**config.mk**
```make
export PLATFORM = sky130hd
export DESIGN_NAME = branch_target_buffer
export DESIGN_NICKNAME = d
export VERILOG_FILES = /design/src/rtl/branch_target_buffer.sv
export SDC_FILE = /design/constraint.sdc
export NUM_CORES = 2
export LEC_CHECK = 0
export BUFFER_PORTS_ARGS = -buffer_cell sky130_fd_sc_hd__buf_4
export CORE_MARGIN = 2
export CORE_UTILIZATION = 61
export CTS_CLUSTER_SIZE = 14
export DETAILED_ROUTE_END_ITERATION = 12
export PLACE_DENSITY = 0.77
export REMOVE_ABC_BUFFERS = 1
export SLEW_MARGIN = 10
export SYNTH_ARGS = -nofsm -noshare
export SYNTH_HDL_FRONTEND = slang
export SYNTH_SLANG_ARGS = --single-unit
```
**constraint.sdc**
```tcl
create_clock -name clk -period 16.82 [get_ports clk]
set_input_delay 3.364 -clock clk [delete_from_list [all_inputs] [get_ports clk]]
set_output_delay 3.364 -clock clk [all_outputs]
set_load 0.01 [all_outputs]
```
**src/rtl/branch_target_buffer.sv**
```systemverilog
// -----------------------------------------------------------------------------
// branch_target_buffer
//
// 2-way set-associative branch target buffer. It is filled from the ALU's
// BTUpdate stream (taken-but-unpredicted branches) and answers one fetch-PC
// lookup per cycle with a registered hit/target/kind result.
//
// Each set has one LRU bit that names the way to replace next. A counter-driven
// walk invalidates every set after reset and after IN_clear. OUT_ready is low
// for the whole walk. Lookups and updates are only accepted while OUT_ready=1.
//
// Ports
//   clk, rst          clock; synchronous active-low reset
//   IN_clear          invalidate all entries (fence.i / context switch)
//   IN_pcValid/IN_pc  lookup request, fetch PC (halfword aligned)
//   IN_upValid        update request
//   IN_upSrc          branch source address (last halfword of the branch)
//   IN_upDst          branch target
//   IN_upIsJump       entry kind (unconditional jump)
//   IN_upCompressed   entry size (16-bit branch)
//   OUT_ready         high when not invalidating
//   OUT_hit           registered lookup hit
//   OUT_dstPC         predicted target ({dst[31:1],1'b0})
//   OUT_srcOffs       src[1] of the hitting entry
//   OUT_isJump        kind of the hitting entry
//   OUT_compressed    size of the hitting entry
// -----------------------------------------------------------------------------
module branch_target_buffer #(
  parameter int NUM_SETS = 32,
  parameter int IDX_W    = $clog2(NUM_SETS),
  parameter int TAG_W    = 30 - IDX_W
) (
  input  logic        clk,
  input  logic        rst,
  input  logic        IN_clear,
  input  logic        IN_pcValid,
  input  logic [31:0] IN_pc,
  input  logic        IN_upValid,
  input  logic [31:0] IN_upSrc,
  input  logic [31:0] IN_upDst,
  input  logic        IN_upIsJump,
  input  logic        IN_upCompressed,
  output logic        OUT_ready,
  output logic        OUT_hit,
  output logic [31:0] OUT_dstPC,
  output logic        OUT_srcOffs,
  output logic        OUT_isJump,
  output logic        OUT_compressed
);

  typedef enum logic {
    S_CLEAR = 1'b0,
    S_IDLE  = 1'b1
  } state_t;

  state_t           state_q, state_d;
  logic [IDX_W-1:0] clr_idx_q, clr_idx_d;

  // Entry storage. Per-set single-bit fields are packed by way.
  logic [1:0]       valid_q [NUM_SETS];
  logic             lru_q   [NUM_SETS];
  logic [TAG_W-1:0] tag_q   [NUM_SETS][2];
  logic [1:0]       offs_q  [NUM_SETS];
  logic [30:0]      dst_q   [NUM_SETS][2];
  logic [1:0]       jump_q  [NUM_SETS];
  logic [1:0]       comp_q  [NUM_SETS];

  // Registered lookup result
  logic             hit_q;
  logic [31:0]      dst_pc_q;
  logic             src_offs_q;
  logic             is_jump_q;
  logic             compressed_q;

  // Address split
  logic [IDX_W-1:0] lk_idx, up_idx;
  logic [TAG_W-1:0] lk_tag, up_tag;
  logic             lk_offs, up_offs;

  assign lk_idx  = IN_pc[IDX_W+1:2];
  assign lk_tag  = IN_pc[31:IDX_W+2];
  assign lk_offs = IN_pc[1];
  assign up_idx  = IN_upSrc[IDX_W+1:2];
  assign up_tag  = IN_upSrc[31:IDX_W+2];
  assign up_offs = IN_upSrc[1];

  // Bit 0 of every address is meaningless (halfword aligned).
  logic unused_bits;
  assign unused_bits = ^{IN_pc[0], IN_upSrc[0], IN_upDst[0]};

  logic lk_fire, up_fire;
  assign lk_fire = rst && (state_q == S_IDLE) && IN_pcValid;
  assign up_fire = rst && (state_q == S_IDLE) && IN_upValid;

  // ---------------------------------------------------------------------------
  // Per-way compare
  // ---------------------------------------------------------------------------
  logic [1:0] lk_way_hit;
  logic [1:0] up_way_match;

  for (genvar gi = 0; gi < 2; gi++) begin : g_way
    // offs >= pc[1]: a branch located before the fetch PC within the word
    // has already been passed and must not redirect this fetch.
    assign lk_way_hit[gi]   = valid_q[lk_idx][gi]
                           && (tag_q[lk_idx][gi] == lk_tag)
                           && (offs_q[lk_idx][gi] || !lk_offs);
    assign up_way_match[gi] = valid_q[up_idx][gi]
                           && (tag_q[up_idx][gi] == up_tag)
                           && (offs_q[up_idx][gi] == up_offs);
  end

  logic lk_any;
  logic lk_sel;
  assign lk_any = |lk_way_hit;
  // With two hits the earlier branch in the word (smaller offs) wins;
  // equal offsets fall back to way 0.
  assign lk_sel = lk_way_hit[1]
               && (!lk_way_hit[0] || (!offs_q[lk_idx][1] && offs_q[lk_idx][0]));

  // Replacement choice: exact match, then lowest invalid way, then LRU.
  logic up_way;
  always_comb begin
    up_way = lru_q[up_idx];
    if (|up_way_match) begin
      up_way = !up_way_match[0];
    end else if (!valid_q[up_idx][0]) begin
      up_way = 1'b0;
    end else if (!valid_q[up_idx][1]) begin
      up_way = 1'b1;
    end
  end

  // ---------------------------------------------------------------------------
  // Invalidate-walk FSM
  // ---------------------------------------------------------------------------
  always_ff @(posedge clk) begin
    if (!rst) begin
      state_q   <= S_CLEAR;
      clr_idx_q <= '0;
    end else begin
      state_q   <= state_d;
      clr_idx_q <= clr_idx_d;
    end
  end

  always_comb begin
    state_d   = state_q;
    clr_idx_d = clr_idx_q;
    case (state_q)
      S_CLEAR: begin
        if (IN_clear) begin
          clr_idx_d = '0;
        end else if (clr_idx_q == IDX_W'(NUM_SETS - 1)) begin
          state_d   = S_IDLE;
          clr_idx_d = '0;
        end else begin
          clr_idx_d = clr_idx_q + IDX_W'(1);
        end
      end
      S_IDLE: begin
        if (IN_clear) begin
          state_d   = S_CLEAR;
          clr_idx_d = '0;
        end
      end
    endcase
  end

  // ---------------------------------------------------------------------------
  // Valid / LRU state. The update's LRU write comes last so it wins over a
  // same-set lookup touch in the same cycle.
  // ---------------------------------------------------------------------------
  always_ff @(posedge clk) begin
    if (state_q == S_CLEAR) begin
      valid_q[clr_idx_q] <= 2'b00;
      lru_q[clr_idx_q]   <= 1'b0;
    end else begin
      if (lk_fire && lk_any) begin
        lru_q[lk_idx] <= !lk_sel;
      end
      if (up_fire) begin
        valid_q[up_idx][up_way] <= 1'b1;
        lru_q[up_idx]           <= !up_way;
      end
    end
  end

  // Entry payload; no reset needed since valid gates every use.
  always_ff @(posedge clk) begin
    if (up_fire) begin
      tag_q[up_idx][up_way]  <= up_tag;
      offs_q[up_idx][up_way] <= up_offs;
      dst_q[up_idx][up_way]  <= IN_upDst[31:1];
      jump_q[up_idx][up_way] <= IN_upIsJump;
      comp_q[up_idx][up_way] <= IN_upCompressed;
    end
  end

  // ---------------------------------------------------------------------------
  // Registered lookup result, held until the next lookup request.
  // ---------------------------------------------------------------------------
  always_ff @(posedge clk) begin
    if (!rst) begin
      hit_q        <= 1'b0;
      dst_pc_q     <= '0;
      src_offs_q   <= 1'b0;
      is_jump_q    <= 1'b0;
      compressed_q <= 1'b0;
    end else if (lk_fire) begin
      hit_q        <= lk_any;
      dst_pc_q     <= lk_any ? {dst_q[lk_idx][lk_sel], 1'b0} : 32'd0;
      src_offs_q   <= lk_any && offs_q[lk_idx][lk_sel];
      is_jump_q    <= lk_any && jump_q[lk_idx][lk_sel];
      compressed_q <= lk_any && comp_q[lk_idx][lk_sel];
    end else if (IN_pcValid) begin
      // Lookup during the walk: answered as a miss.
      hit_q        <= 1'b0;
      dst_pc_q     <= '0;
      src_offs_q   <= 1'b0;
      is_jump_q    <= 1'b0;
      compressed_q <= 1'b0;
    end
  end

  assign OUT_ready      = (state_q == S_IDLE);
  assign OUT_hit        = hit_q;
  assign OUT_dstPC      = dst_pc_q;
  assign OUT_srcOffs    = src_offs_q;
  assign OUT_isJump     = is_jump_q;
  assign OUT_compressed = compressed_q;

endmodule

```
Word level (Yosys, flattened, before mapping)
Memories as Yosys holds them, arrays and structs flattened.
Index checks and enable logic that the tools add are counted.

cells by class
  bitwise gates (word level) = 3
  order comparisons = 6
  reductions and logical operators = 33
  add/subtract/negate cells = 1
  equality and inequality tests = 8
  muxes and demuxes = 51

operators with widths
  kind                                                                   number
  31-bit 2-to-1 mux                                                      4
  25-bit equality test                                                   4
  32-bit 2-to-1 mux                                                      3
  62-bit 2-to-1 mux                                                      1
  50-bit 2-to-1 mux                                                      1
  31-bit demux with 1-bit select                                         1
  1-bit 2-to-1 mux                                                       27
  25-bit demux with 1-bit select                                         1
  25-bit 2-to-1 mux                                                      1
  5-bit 2-to-1 mux                                                       5
  1-bit logical AND                                                      19
  5-bit case mux with 2 select lines                                     1
  2-bit 2-to-1 mux                                                       4
  1-bit zero test                                                        6
  2-bit OR reduction                                                     3
  5-bit by 1-bit adder with 5-bit output (second input constant)         1
  5-bit equality test (second input constant)                            1
  2-bit >= comparator (second input constant)                            2
  1-bit by 2-bit < comparator with 1-bit output (second input constant)  2
  1-bit inverter with 2-bit output                                       2
  1-bit logical OR                                                       3
  1-bit equality test                                                    2
  2-bit by 1-bit < comparator with 1-bit output (second input constant)  1
  2-bit != test (second input constant)                                  1
  other kinds (6)                                                        6

storage, ports and cells
  RAM bits = 3872
  output and inout port bits = 37
  word-level logic and storage cells = 116
  flip-flop bits (word level) = 42
  memories kept = 7

memory list
  memory           depth  bits a word  read ports  clocked after memory_dff  wr ports  line  text
  dst_q            32     62           1           0                         1         64    logic [30:0] dst_q [NUM_SETS][2];
  tag_q            32     50           2           0                         1         62    logic [TAG_W-1:0] tag_q [NUM_SETS][2];
  comp_q           32     2            1           0                         1         66    logic [1:0] comp_q [NUM_SETS];
  jump_q           32     2            1           0                         1         65    logic [1:0] jump_q [NUM_SETS];
  offs_q           32     2            2           0                         1         63    logic [1:0] offs_q [NUM_SETS];
  valid_q          32     2            2           0                         1         60    logic [1:0] valid_q [NUM_SETS];
  1 more memories  n/a    n/a          n/a         n/a                       n/a       n/a

Logic depth before layout (Yosys ltp)
An unclocked memory read counts as a cell.

  depth after elaboration = 13
  gate-level depth with buffers = 20

Worst setup path before layout
Ideal clock, no wire load.

  path kind = input to register
  start point = input IN_upSrc[2]
  end point = memory valid_q[28][1] (enable)
  setup slack = 5.205 ns
  stages = 14
  data arrival time = 11.301 ns
  data required time = 16.506 ns
  path buffers = 4
  cell sequence = clkbuf_1 buf_2 buf_1 buf_1 mux4_2 mux4_2 mux2i_1 xor2_1 nand4_1 o41ai_1 a21boi_2 inv_2 nor3_1 o21bai_1

between the ends
  word-level cells in the longest chain between the ends = 13
  elaborated cells on any way between the ends = 26
  classes of those cells = order compare: 2; eq/ne: 4; mux: 8; reduce/logical: 8; memory: 4

ends and longest elaborated chain
  element                                                                                                            line      text
  start, declared                                                                                                    39        input logic [31:0] IN_upSrc,
  memory read 32 x 50 bit                                                                                            n/a
  25-bit equality test                                                                                               108       && (tag_q[up_idx][gi] == up_tag)
  1-bit logical AND                                                                                                  108
  1-bit logical AND                                                                                                  109       && (offs_q[up_idx][gi] == up_offs);
  2-bit OR reduction / 1-bit zero test (equally long branches)                                                       124, 125
  1-bit 2-to-1 mux                                                                                                   124       if (|up_way_match) begin
  1-bit by 2-bit < comparator with 1-bit output (not written as such) / 1-bit >= comparator (equally long branches)  182       valid_q[up_idx][up_way] <= 1'b1;
  1-bit logical AND (not written as such)                                                                            182
  1-bit 2-to-1 mux (not written as such)                                                                             182
  1-bit demux with 1-bit select                                                                                      182
  2-bit 2-to-1 mux (not written as such)                                                                             182
  2-bit OR reduction (no source line)                                                                                n/a
  5-bit 2-to-1 mux (no source line) / 2-bit 2-to-1 mux (equally long branches)                                       n/a
  end, declared                                                                                                      60

Parallel ways exist; a longest one is shown, timed or not.

Final worst setup path
  start point = input IN_upSrc[2]
  end point = memory tag_q[13][18] (netlist bit) (enable)

between the ends
  word-level cells in the longest chain between the ends = 12
  elaborated cells on any way between the ends = 24
  classes of those cells = order compare: 2; eq/ne: 4; mux: 6; bitwise: 1; reduce/logical: 7; memory: 4

ends and longest elaborated chain
  element                                                                                                            line      text
  memory read 32 x 50 bit                                                                                            n/a
  25-bit equality test                                                                                               108
  1-bit logical AND                                                                                                  108
  1-bit logical AND                                                                                                  109
  2-bit OR reduction / 1-bit zero test (equally long branches)                                                       124, 125
  1-bit 2-to-1 mux                                                                                                   124
  1-bit inverter with 2-bit output (not written as such)                                                             191       tag_q[up_idx][up_way] <= up_tag;
  2-bit >= comparator (not written as such) / 2-bit by 1-bit < comparator with 1-bit output (equally long branches)  191
  1-bit logical AND (not written as such)                                                                            191
  25-bit 2-to-1 mux (not written as such)                                                                            191
  25-bit demux with 1-bit select                                                                                     191
  50-bit 2-to-1 mux (not written as such)                                                                            191
  end, declared                                                                                                      62

Parallel ways exist; a longest one is shown, timed or not.

==> impl_metrics.ini <==
[placed_design]
portBuffers = 135
hpwl_um = 273000
post_dp_cell_area_um2 = 171000
gp_congestion = 0.962

[synth]
synth-seq-area-share = 0.707
synth_ff_type = edfxtp_1
synth-adder-area-share = 0.000151
syn_inst = 7708
yosysWarningCount = 0
syn_area_um2 = 166000
synth_area_per_cell_um2 = 21.5
ys_ff_latch = 3913
async_reset_ff_frac = 0
synth_enable_flop_cells = 3872
synth_top_family_by_area = multiplexers
synth_cell_types = 79
synth_xor_area_frac = 0.00465
synth-simple-area-share = 0.0196
synth_mux_area_frac = 0.230
synth_compound_area_frac = 0.0242

[floorplanning]
ios = 140
core_um2 = 271000
rows = 191
die_area_um2 = 276000
die_w_um = 525
fp.dieH_um = 525
start_util = 0.612

[critical_path]
cp-end-kind = register
worstPathMaxFanout = 64
cp.arrival_ps = 11910
cp.required_ps = 17410
r2r_setup_slack_ps = 9150
setup.worst_path.class = primary input to register
crit_slowest_cell = nor4_1
cpPeakStageDelay_ps = 1060
crit_chain = buf_8 -> buf_4 -> mux4_2 -> mux4_2 -> mux2i_1 -> xnor2_1 -> nor4_1 -> nand4_1 -> o41ai_1 -> a21boi_4 -> buf_4 -> inv_2 -> nor3_2 -> buf_4 -> buf_4
critPathLaunchType = primary input
path_common_cell = buf_4

[cells_and_area]
fill_cells = 16100
final_area_um2 = 184000
nets = 8075
area_growth_syn_to_layout_pct = 11.2
drive_gt1_frac = 0.318
final_core_util = 0.681
multi_input_area_um2 = 46500
ff_latch_area_um2 = 117000

[clock_network]
clock_path_buffers = 4
clock-root-buffer = clkbuf_16
clock_latency_ps = 1000
cts_tree = yes
clkTransAtPathRegs_ps = 60
post-cts-setup-buffers = 0
cts_made_buffers = 386
cts_hold_buf = 0
htree_levels = 5
cts.sinks = 3913
post_cts_resize_count = 0

[pwr]
total_power_mw = 20.8
power_leakage_nw = 57.8
power_density_nw_per_um2 = 113
ir_drop_uv = 108

[grt]
use_met1 = 0.483
busiest_layer = met2
grt_pass1_wl_um = 716000
grt_pass1_vias = 92700
grt_max_degree = 171
grt.met3_usage = 0.122
grt_usage = 0.374
antenna_found_initial = 27
met2_usage = 0.565
globalRouteOverflowTotal = 0

[route]
num_vias = 92800
drt-pass1-iter-count = 9
post-route-drc-count = 0
totalWireLength_um = 515000
wl_per_cell_um = 43.4
postRouteAntennaNets = 0
vias_per_cell = 7.81
first_iter_violations = 16700

[sta]
fin_worst_skew_ps = 45.8
finalCriticalPeriod_ps = 11320
fmax_ghz = 0.0883
fin_crit_sh = 0.673
setup-tns-final_ps = 0
rsz0062_at_grt = no
slew_headroom = 0.0625
setup_violations = 0
worst_pin_slew_ps = 1400
slew_violations = 0
hold_viol = 0

[status]
status = completed

[job]
max-cap-violations = 0

[worst_hold_path]
hold_path.class = register to register
per-layer routing:
layer	wire, µm	part of all wire
met2	237000	0.46
met3	79300	0.15
met4	36900	0.072
met1	162000	0.32
met5	191	0.00037
cell families (layout without fill, tap and decap cells):
family | count (synthesis) | count (layout)
adder cells (fa/ha/maj) | 2 | 2
flip-flops | 3913 | 3913
other | 1 | 18
multiplexers | 1914 | 1914
XOR/XNOR | 88 | 88
AO/OA/AOI/OAI | 561 | 561
AND/OR/NAND/NOR | 680 | 680
buffers and inverters | 549 | 1135
cell type report:
class / instances / share of cell area
antenna: 17 / 0.000231
multi-input combinational: 3246 / 0.253
clock inverter: 225 / 0.0131
tap: 3570 / 0.0243
sequential: 3913 / 0.636
clock buffer: 487 / 0.0559
timing repair buffer: 408 / 0.0176
inverter: 15 / 0.000374
path summary, 6_finish.rpt:
| kind | startpoint | to | cells past startpoint |
|---|---|---|---|
| max | IN_upSrc[2] | tag_q[13][18] | 15 |
| max reg2reg | tag_q[31][14] | tag_q[13][18] | 13 |
| min | OUT_dstPC[4] | OUT_dstPC[4] | 1 |
| min reg2reg | OUT_dstPC[4] | OUT_dstPC[4] | 1 |
cells in the mapped netlist (all sizes together), types with 70 or more instances:
library cell,count,area [µm²]
a21oi,72,387
a22oi,123,923
buf,269,1360
clkbuf,265,995
edfxtp,3872,116000
mux2,70,788
mux2i,339,3390
mux4,1505,33900
nand2,193,724
nand3,89,445
nor2,154,578
nor3,79,395
o22ai,87,544
registers in the layout (all words and copies together), names as in the netlist:
signal / flops
comp_q: 64
dst_q: 1984
tag_q: 1600
clr_idx_q: 5
valid_q: 64
OUT_compressed: 1
offs_q: 64
OUT_ready: 1
OUT_dstPC: 31
OUT_hit: 1
OUT_isJump: 1
jump_q: 64
OUT_srcOffs: 1
lru_q: 32
placed cells by master (no fill, tap or decap), types with 20 or more instances in the layout:
| master | count |
|---|---|
| edfxtp_1 | 3872 |
| mux4_2 | 1505 |
| clkbuf_16 | 392 |
| buf_4 | 391 |
| mux2i_1 | 338 |
| nand2_1 | 193 |
| nor2_1 | 149 |
| a22oi_1 | 123 |
| nand3_1 | 88 |
| o22ai_1 | 87 |
| clkbuf_1 | 82 |
| clkinv_2 | 77 |
| clkinv_1 | 73 |
| mux2_2 | 70 |
| a21oi_1 | 67 |
| nor3_2 | 59 |
| a22o_1 | 46 |
| xor2_1 | 44 |
| xnor2_1 | 44 |
| bufinv_16 | 42 |
| dfxtp_1 | 41 |
| o21ai_0 | 41 |
| o211ai_1 | 40 |
| o21bai_1 | 31 |
| nor4_1 | 29 |
| nand4_1 | 28 |
| a221oi_1 | 21 |
| nor3_1 | 20 |
worst max-delay path: cells and delay by family:
family | cells | cell delay [ps]
muxes | 3 | 1350
and+or+nand+nor | 3 | 1590
AOI/OAI and AO/OA | 2 | 860
xor gates and xnor gates | 1 | 210
buffers and inverters | 6 | 4150
report_power, final:
part           internal [mW]  leakage (nW)  switching, mW
sequential              10.7          35.1       0.000904
clock                   5.00          6.22           3.78
combinational          0.496          16.5          0.815
total                   16.2          57.8           4.60
through the flow:
| stage | hold slack [ps] | cells | setup WS [ps] |
|---|---|---|---|
| 2_1_floorplan | 484 | 7174 | 5320 |
| 3_3_place_gp | 469 | 11200 | 4950 |
| 3_5_place_dp | 468 | 11200 | 4890 |
| 4_1_cts | 492 | 11900 | 5820 |
| 5_1_grt | 512 | 11900 | 5490 |
| 6_report | 488 | 11900 | 5500 |
(Power assumes the default switching activity.)
